--- src/rtl/nvram_pkg.sv ---
// nvram_pkg: shared types, constants and lane helper for the high-score save bridge
package nvram_pkg;
  typedef enum logic [1:0] {IDLE, WR, RD, RDLAST} state_t;
  localparam logic [7:0] NVRAM_WINDOW = 8'h20;
  localparam int BEATS = 4;
  // Lane 0 is the most significant byte of a big-endian bridge word
  function automatic logic [7:0] lane_byte(input logic [31:0] w, input logic [1:0] k);
    return w[{~k, 3'b000} +: 8];
  endfunction
endpackage

--- src/rtl/nvram_bridge.sv ---
// nvram_bridge: serialises APF bridge words into byte accesses on the save RAM, clipped to nvram_size
module nvram_bridge
  import nvram_pkg::*;
#(
  parameter logic [31:0] ADDR_BASE = {NVRAM_WINDOW, 24'h0},
  parameter int AW = 16
) (
  input  logic          clk_74a,
  input  logic          reset,
  input  logic [15:0]   nvram_size,
  input  logic [31:0]   bridge_addr,
  input  logic          bridge_wr,
  input  logic [31:0]   bridge_wr_data,
  input  logic          bridge_rd,
  output logic [31:0]   bridge_rd_data,
  output logic [AW-1:0] mem_addr,
  output logic          mem_wr,
  output logic [7:0]    mem_wdata,
  output logic          mem_rd,
  input  logic [7:0]    mem_rdata,
  output logic          busy,
  output logic          overrun,
  input  logic          overrun_clr
);
  localparam int CW = (AW > 16 ? AW : 16) + 1;
  state_t state, state_nx;
  logic [1:0] beat;
  logic [AW-1:0] off;
  logic [31:0] wdata;
  logic [23:0] acc;
  logic cap, cap_v, hit, wr_hit, rd_hit, drop, lane_ok, active;
  logic [CW-1:0] lane_addr;
  logic [7:0] rd_byte;
  logic unused_addr;
  assign unused_addr = ^{bridge_addr[23:AW], bridge_addr[1:0]};
  assign hit = bridge_addr[31:24] == ADDR_BASE[31:24];
  assign wr_hit = hit & bridge_wr;
  assign rd_hit = hit & bridge_rd;
  assign busy = state != IDLE;
  assign active = state == WR || state == RD;
  assign drop = busy ? (wr_hit | rd_hit) : (wr_hit & rd_hit);
  // Widened by one bit so offsets near the top of the RAM clip instead of wrapping
  assign lane_addr = CW'(off) + CW'(beat);
  assign lane_ok = lane_addr < CW'(nvram_size);
  assign rd_byte = cap_v ? mem_rdata : 8'h00;
  always_ff @(posedge clk_74a)
    state <= reset ? IDLE : state_nx;
  always_comb begin
    state_nx = state == IDLE   ? (wr_hit ? WR : rd_hit ? RD : IDLE) :
               state == RDLAST ? IDLE :
               beat == 2'(BEATS - 1) ? (state == RD ? RDLAST : IDLE) : state;
  end
  always_comb begin
    mem_wr    = state == WR && lane_ok;
    mem_rd    = state == RD && lane_ok;
    mem_addr  = active ? lane_addr[AW-1:0] : '0;
    mem_wdata = state == WR ? lane_byte(wdata, beat) : 8'h00;
  end
  always_ff @(posedge clk_74a) begin
    if (reset) begin
      beat           <= 2'd0;
      off            <= '0;
      wdata          <= 32'h0;
      acc            <= 24'h0;
      cap            <= 1'b0;
      cap_v          <= 1'b0;
      bridge_rd_data <= 32'h0;
      overrun        <= 1'b0;
    end else begin
      beat <= active ? beat + 2'd1 : 2'd0;
      if (state == IDLE && (wr_hit || rd_hit)) begin
        off   <= {bridge_addr[AW-1:2], 2'b00};
        wdata <= bridge_wr_data;
      end
      cap   <= state == RD;
      cap_v <= mem_rd;
      if (cap) acc <= {acc[15:0], rd_byte};
      if (state == RDLAST) bridge_rd_data <= {acc, rd_byte};
      overrun <= drop | (overrun & ~overrun_clr);
    end
  end
endmodule
--- config.mk ---
export PLATFORM = sky130hd
export DESIGN_NAME = nvram_bridge
export DESIGN_NICKNAME = d
export VERILOG_FILES = /design/src/rtl/nvram_pkg.sv /design/src/rtl/nvram_bridge.sv
export SDC_FILE = /design/constraint.sdc
export NUM_CORES = 1
export LEC_CHECK = 0
export BUFFER_PORTS_ARGS = -buffer_cell sky130_fd_sc_hd__buf_2
export CORE_MARGIN = 3
export CORE_UTILIZATION = 47
export CTS_CLUSTER_SIZE = 28
export DETAILED_ROUTE_END_ITERATION = 12
export PLACE_DENSITY = 0.86
export SYNTH_ARGS = -nofsm -noshare
export SYNTH_HDL_FRONTEND = slang
export SYNTH_SLANG_ARGS = --single-unit
--- constraint.sdc ---
create_clock -name clk_74a -period 1.75 [get_ports clk_74a]
set_clock_uncertainty 0.1 [all_clocks]
set_input_delay 0.0875 -clock clk_74a [delete_from_list [all_inputs] [get_ports clk_74a]]
set_output_delay 0.0875 -clock clk_74a [all_outputs]
set_load 0.1 [all_outputs]
### Word-level counts from Yosys, hierarchy flattened

Cells that the tools add are included.

| storage, ports and cells | value |
|---|---|
| output and inout bits | 60 |
| register bits after elaboration | 109 |
| input bits | 93 |

| operators by class | value |
|---|---|
| equality and inequality tests | 5 |
| bitwise logic cells | 9 |
| add/sub/neg operators | 2 |
| multiplexer cells | 10 |
| shift operators | 1 |
| $lt $le $gt $ge | 1 |
| reduce and logical (&&, ||, !) cells | 9 |

Operators by type and width:

| operator | number |
|---|---|
| $shiftx A32 B6 Y8 | 1 |
| $add A16 B2 Y17 | 1 |
| $lt A17 B16 Y1 | 1 |
| $mux W16 | 1 |
| $mux W8 | 2 |
| $mux W2 | 6 |
| $eq A8 B6 Y1 const B | 1 |
| $eq A2 B2 Y1 const B | 3 |
| $and A1 B1 Y1 | 4 |
| $logic_and A1 B1 Y1 | 3 |
| $reduce_bool A3 Y1 | 1 |
| $add A2 B1 Y2 const B | 1 |
| $eq A2 B1 Y1 const B | 1 |
| $logic_not A2 Y1 | 1 |
| $logic_or A1 B1 Y1 | 2 |
| $not A1 Y1 | 2 |
| $not A2 Y2 | 1 |
| $or A1 B1 Y1 | 2 |
| $reduce_bool A2 Y1 | 1 |
| $reduce_or A2 Y1 | 1 |
| $mux W1 | 1 |

### Longest topological paths before layout

| depth | value |
|---|---|
| depth in word-level cells | 5 |
| depth in mapped cells | 7 |
| gate-level depth less buffers | 6 |

### Least setup slack after synthesis

OpenSTA, ideal clock, no wires.

| path | value |
|---|---|
| path type | reg-to-output |
| start | reg off[4] |
| end | out mem_rd |
| data required time | 1.562 ns |
| arrival | 3.943 ns |
| stages on the path, launching flop included | 6 |
| setup slack | -2.381 ns |
| path buffers | 0 |
| cell sequence | dfxtp_1 ha_1 a21oi_1 o21ai_0 a22o_1 nor4_1 |

| between the ends | value |
|---|---|
| word-level cells in the longest chain between the ends | 3 |

Ends and longest elaborated chain:

| item | RTL line | text |
|---|---|---|
| start, declared | nvram_bridge.sv:28 | `logic [AW-1:0] off;` |
| start signal, assigned | nvram_bridge.sv:72 | `off <= {bridge_addr[AW-1:2], 2'b00};` |
| $add A16 B2 Y17 | nvram_bridge.sv:43 | `assign lane_addr = CW'(off) + CW'(beat);` |
| $lt A17 B16 Y1 | nvram_bridge.sv:44 | `assign lane_ok = lane_addr < CW'(nvram_size);` |
| $logic_and A1 B1 Y1 | nvram_bridge.sv:55 | `mem_rd = state == RD && lane_ok;` |
| end, declared | nvram_bridge.sv:19 | `output logic mem_rd,` |

Every way passes these cells.

### Worst setup path after layout

| path | value |
|---|---|
| start | reg off[10] |
| end | out mem_rd |

Same word-level chain as after synthesis.

==> impl_metrics.json <==
{
  "status": "complete, but fails checks",
  "violations": "setup timing",
  "crit_buf_inv": 2,
  "crit_slowest_cell": "dfxtp_2",
  "row_count": 36,
  "critPathKind": "reg -> out",
  "grt_pass1_wl_mm": 22.6,
  "antenna_found_initial": 0,
  "synth_cell_types": 33,
  "cts_tree": "done",
  "crit_path_frequent_cell": "nor4_4",
  "rr_worst_depth": 6,
  "numCtsBuffers": 9,
  "slew-limit-headroom_pct": 61.4,
  "end_kind": "primary output",
  "dieArea_um2": 11400,
  "synthCells": 478,
  "path_delay_family": "simple AND/OR/NAND/NOR gates",
  "wirelength_mm": 14.6,
  "grt_usage_pct": 25.2,
  "ant_nets": 0,
  "nets": 815,
  "syn_to_final_growth_pct": 57.7,
  "synth_mux_area_share_pct": 21.9,
  "clock_latency_ps": 360,
  "report.final.slew_viol_count": 0,
  "post-route-min-period_ps": 2380,
  "wire_per_inst_um": 17.4,
  "grt_max_degree": 45,
  "vdd_drop_max_v": 0.000749,
  "synth_compound_area_share_pct": 4.27,
  "powerDensity_nw_per_um2": 810,
  "rsz0062_at_grt": "true",
  "path_cells": "ha_4, nand4_1, nor4_4, nor4b_4, buf_4, nor4_4, buf_12",
  "dp_slack_ps": -148,
  "fmax_mhz": 419,
  "reg2reg_to": "cap_v",
  "cp-endpoint": "mem_rd",
  "final-setup-viol-count": 11,
  "clkTransAtPathRegs_ps": 110,
  "worstPathMaxFanout": 3,
  "seq_area_frac_synth_pct": 45.9,
  "h-tree-depth": 3,
  "ys_ff_latch": 109,
  "hp-class": "in -> reg",
  "cts_root_buf": "clkbuf_8",
  "grt-ovfl-total": 0,
  "ios": 153,
  "drt_iter0_drc": 238,
  "grt_pass1_vias": 4613,
  "critPathLaunch": "off[10]",
  "dp_hpwl_mm": 8.73,
  "required_ps": 1560,
  "antenna_cells": 0,
  "worst-path-stages": 7,
  "worst_setup_path_start_kind": "flip-flop",
  "synth_xor_area_share_pct": 0,
  "via_count": 4336,
  "ys_warn_count": 0,
  "die-width_um": 107,
  "synth_top_family_by_area": "multiplexers",
  "tightestPinTransition_ps": 578,
  "cp.arrival_ps": 2200,
  "rr_startpoint": "off[10]",
  "place.port_buffers": 142,
  "avgSynthCellArea_um2": 9.94,
  "initial_core_util_pct": 48.4,
  "synth-simple-area-share_pct": 17.8,
  "syn_nets": 591,
  "drt_first_pass_iters": 5,
  "regToRegSetupSlack_ps": -130,
  "die_h_um": 107,
  "drive_above_1_share_pct": 38.3,
  "slowest_delay_ps": 350,
  "synth_adder_area_share_pct": 5.27,
  "via_per_inst": 5.16,
  "core_um2": 9820,
  "hold_ws_ps": 37.3,
  "gp_congestion": 0.778,
  "p_leak_uw": 0.00343,
  "drv_cap": 0,
  "drc": 0,
  "netlist_area_um2": 4750,
  "clock_sinks": 109,
  "setup_ws_ps": -634,
  "clk_path_buf_depth": 2,
  "hold_violations": 0,
  "layout_worst_path_cycle_share_pct": 136
}
==> worst min path at each step <==
stage	depth (start not counted)	end	from	slack (ps)
2_1_floorplan	2	off[10]	bridge_addr[10]	130
3_3_place_gp	3	wdata[31]	bridge_wr_data[31]	220
3_5_place_dp	3	wdata[1]	bridge_wr_data[1]	220
4_1_cts	4	state[1]	bridge_addr[31]	-50
5_1_grt	3	overrun	bridge_rd	50
6_report	3	overrun	bridge_rd	40
==> final cells by class <==
class                   instances  area [um^2]
clock inverters                 6         68.8
inverters                      20         78.8
clock buffers                  10          128
repair buffers                244         2210
flip-flops and latches        109         2200
well taps                     133          166
fillers                       647         2330
multi-input cells             318         2640
==> through the flow <==
| step | power [uW] | setup TNS [ps] | instance area (um^2) | utilization (%) | instances |
|---|---|---|---|---|---|
| final | 6070 | -3760 | 7490 | 76.3 | 840 |
| after global routing | 6310 | -5070 | 7490 | 76.3 | 840 |
| after CTS | 5990 | -2860 | 7320 | 74.6 | 833 |
| after detailed placement | 4080 | -250 | 6220 | 63.4 | 749 |
| after global placement | 4060 | -169 | 6220 | 63.4 | 749 |
| after floorplan | 3540 | -1160 | 4930 | - | 478 |
==> power by group <==
group | total, uW | internal [uW] | switching, uW
Sequential | 2590 | 2530 | 63.9
Clock | 1550 | 674 | 877
Combinational | 1930 | 864 | 1060
Total | 6070 | 4070 | 2000
==> sequential cells by signal, indices dropped and copies added, names as in the netlist <==
| signal | cells |
|---|---|
| beat | 2 |
| wdata | 32 |
| state | 2 |
| cap_v | 1 |
| overrun | 1 |
| cap | 1 |
| off | 14 |
| acc | 24 |
| bridge_rd_data | 32 |
==> kinds of logic after synthesis <==
logic type	count (synthesis)
flip-flops	109
AO/OA/AOI/OAI	35
buffers and inverters	51
adder cells (fa/ha/maj)	20
AND/OR/NAND/NOR	169
multiplexers	94
==> Yosys cell counts, drive strengths merged <==
cell type / n / share of area [%]
dfxtp: 109 / 46
nor2: 90 / 7.1
mux2i: 86 / 18
and2: 24 / 3.2
a21oi: 23 / 2.4
ha: 20 / 5.3
inv: 20 / 1.6
clkbuf: 19 / 1.5
nand2b: 18 / 2.4
nand3: 17 / 1.8
buf: 12 / 1.8
mux4: 8 / 3.8
nand2: 6 / 0.47
nor4: 4 / 0.84
nand4: 3 / 0.40
nor4b: 3 / 1.0
o21ai: 3 / 0.32
a211oi: 2 / 0.32
nor2b: 2 / 0.26
o2111ai: 2 / 0.37
a211o: 1 / 0.18
a21boi: 1 / 0.16
a21o: 1 / 0.16
a22o: 1 / 0.18
and3b: 1 / 0.18
nor3b: 1 / 0.16
o21a: 1 / 0.16
==> worst min-delay path, cell delays in order <==
cell       delay [ps]
buf_2             140
o2111ai_1         170
a21oi_1            70
==> per-layer routing <==
layer | global-route usage (%) | part of all wire [%]
met1 | 27.0 | 38
met2 | 47.4 | 54
met3 | 6.86 | 5.6
met4 | 8.22 | 3.0
met5 | 0 | 0
==> cell usage in the layout (no fill, tap or decap), drive strengths merged <==
| cell | n |
|---|---|
| dlygate4sd3 | 60 |
| clkinv | 2 |
| and3b | 1 |
| o2111ai | 2 |
| a21oi | 23 |
| bufinv | 1 |
| mux2i | 86 |
| a21boi | 1 |
| dfxtp | 109 |
| inv | 21 |
| nand4 | 3 |
| mux4 | 8 |
| a211oi | 2 |
| nor2b | 2 |
| buf | 181 |
| nand3 | 17 |
| clkinvlp | 2 |
| nor3b | 1 |
| ha | 20 |
| o21ai | 3 |
| nand2 | 6 |
| nor4b | 3 |
| a211o | 1 |
| nor4 | 4 |
| o21a | 1 |
| a22o | 1 |
| a21o | 1 |
| clkbuf | 13 |
| nand2b | 18 |
| nor2 | 90 |
| and2 | 24 |
==> what timing repair did <==
action | 4_1_cts | 5_1_grt
setup endpoints to repair | 26 | 70
resized for setup | 59 | 31
buffers inserted | 8 | 10
hold endpoints to repair | 68 | 0
pin swaps | 6 | 13
gates cloned | 1 | 3
hold buffers | 61 | 0
Power figures use the tool's default switching activity.
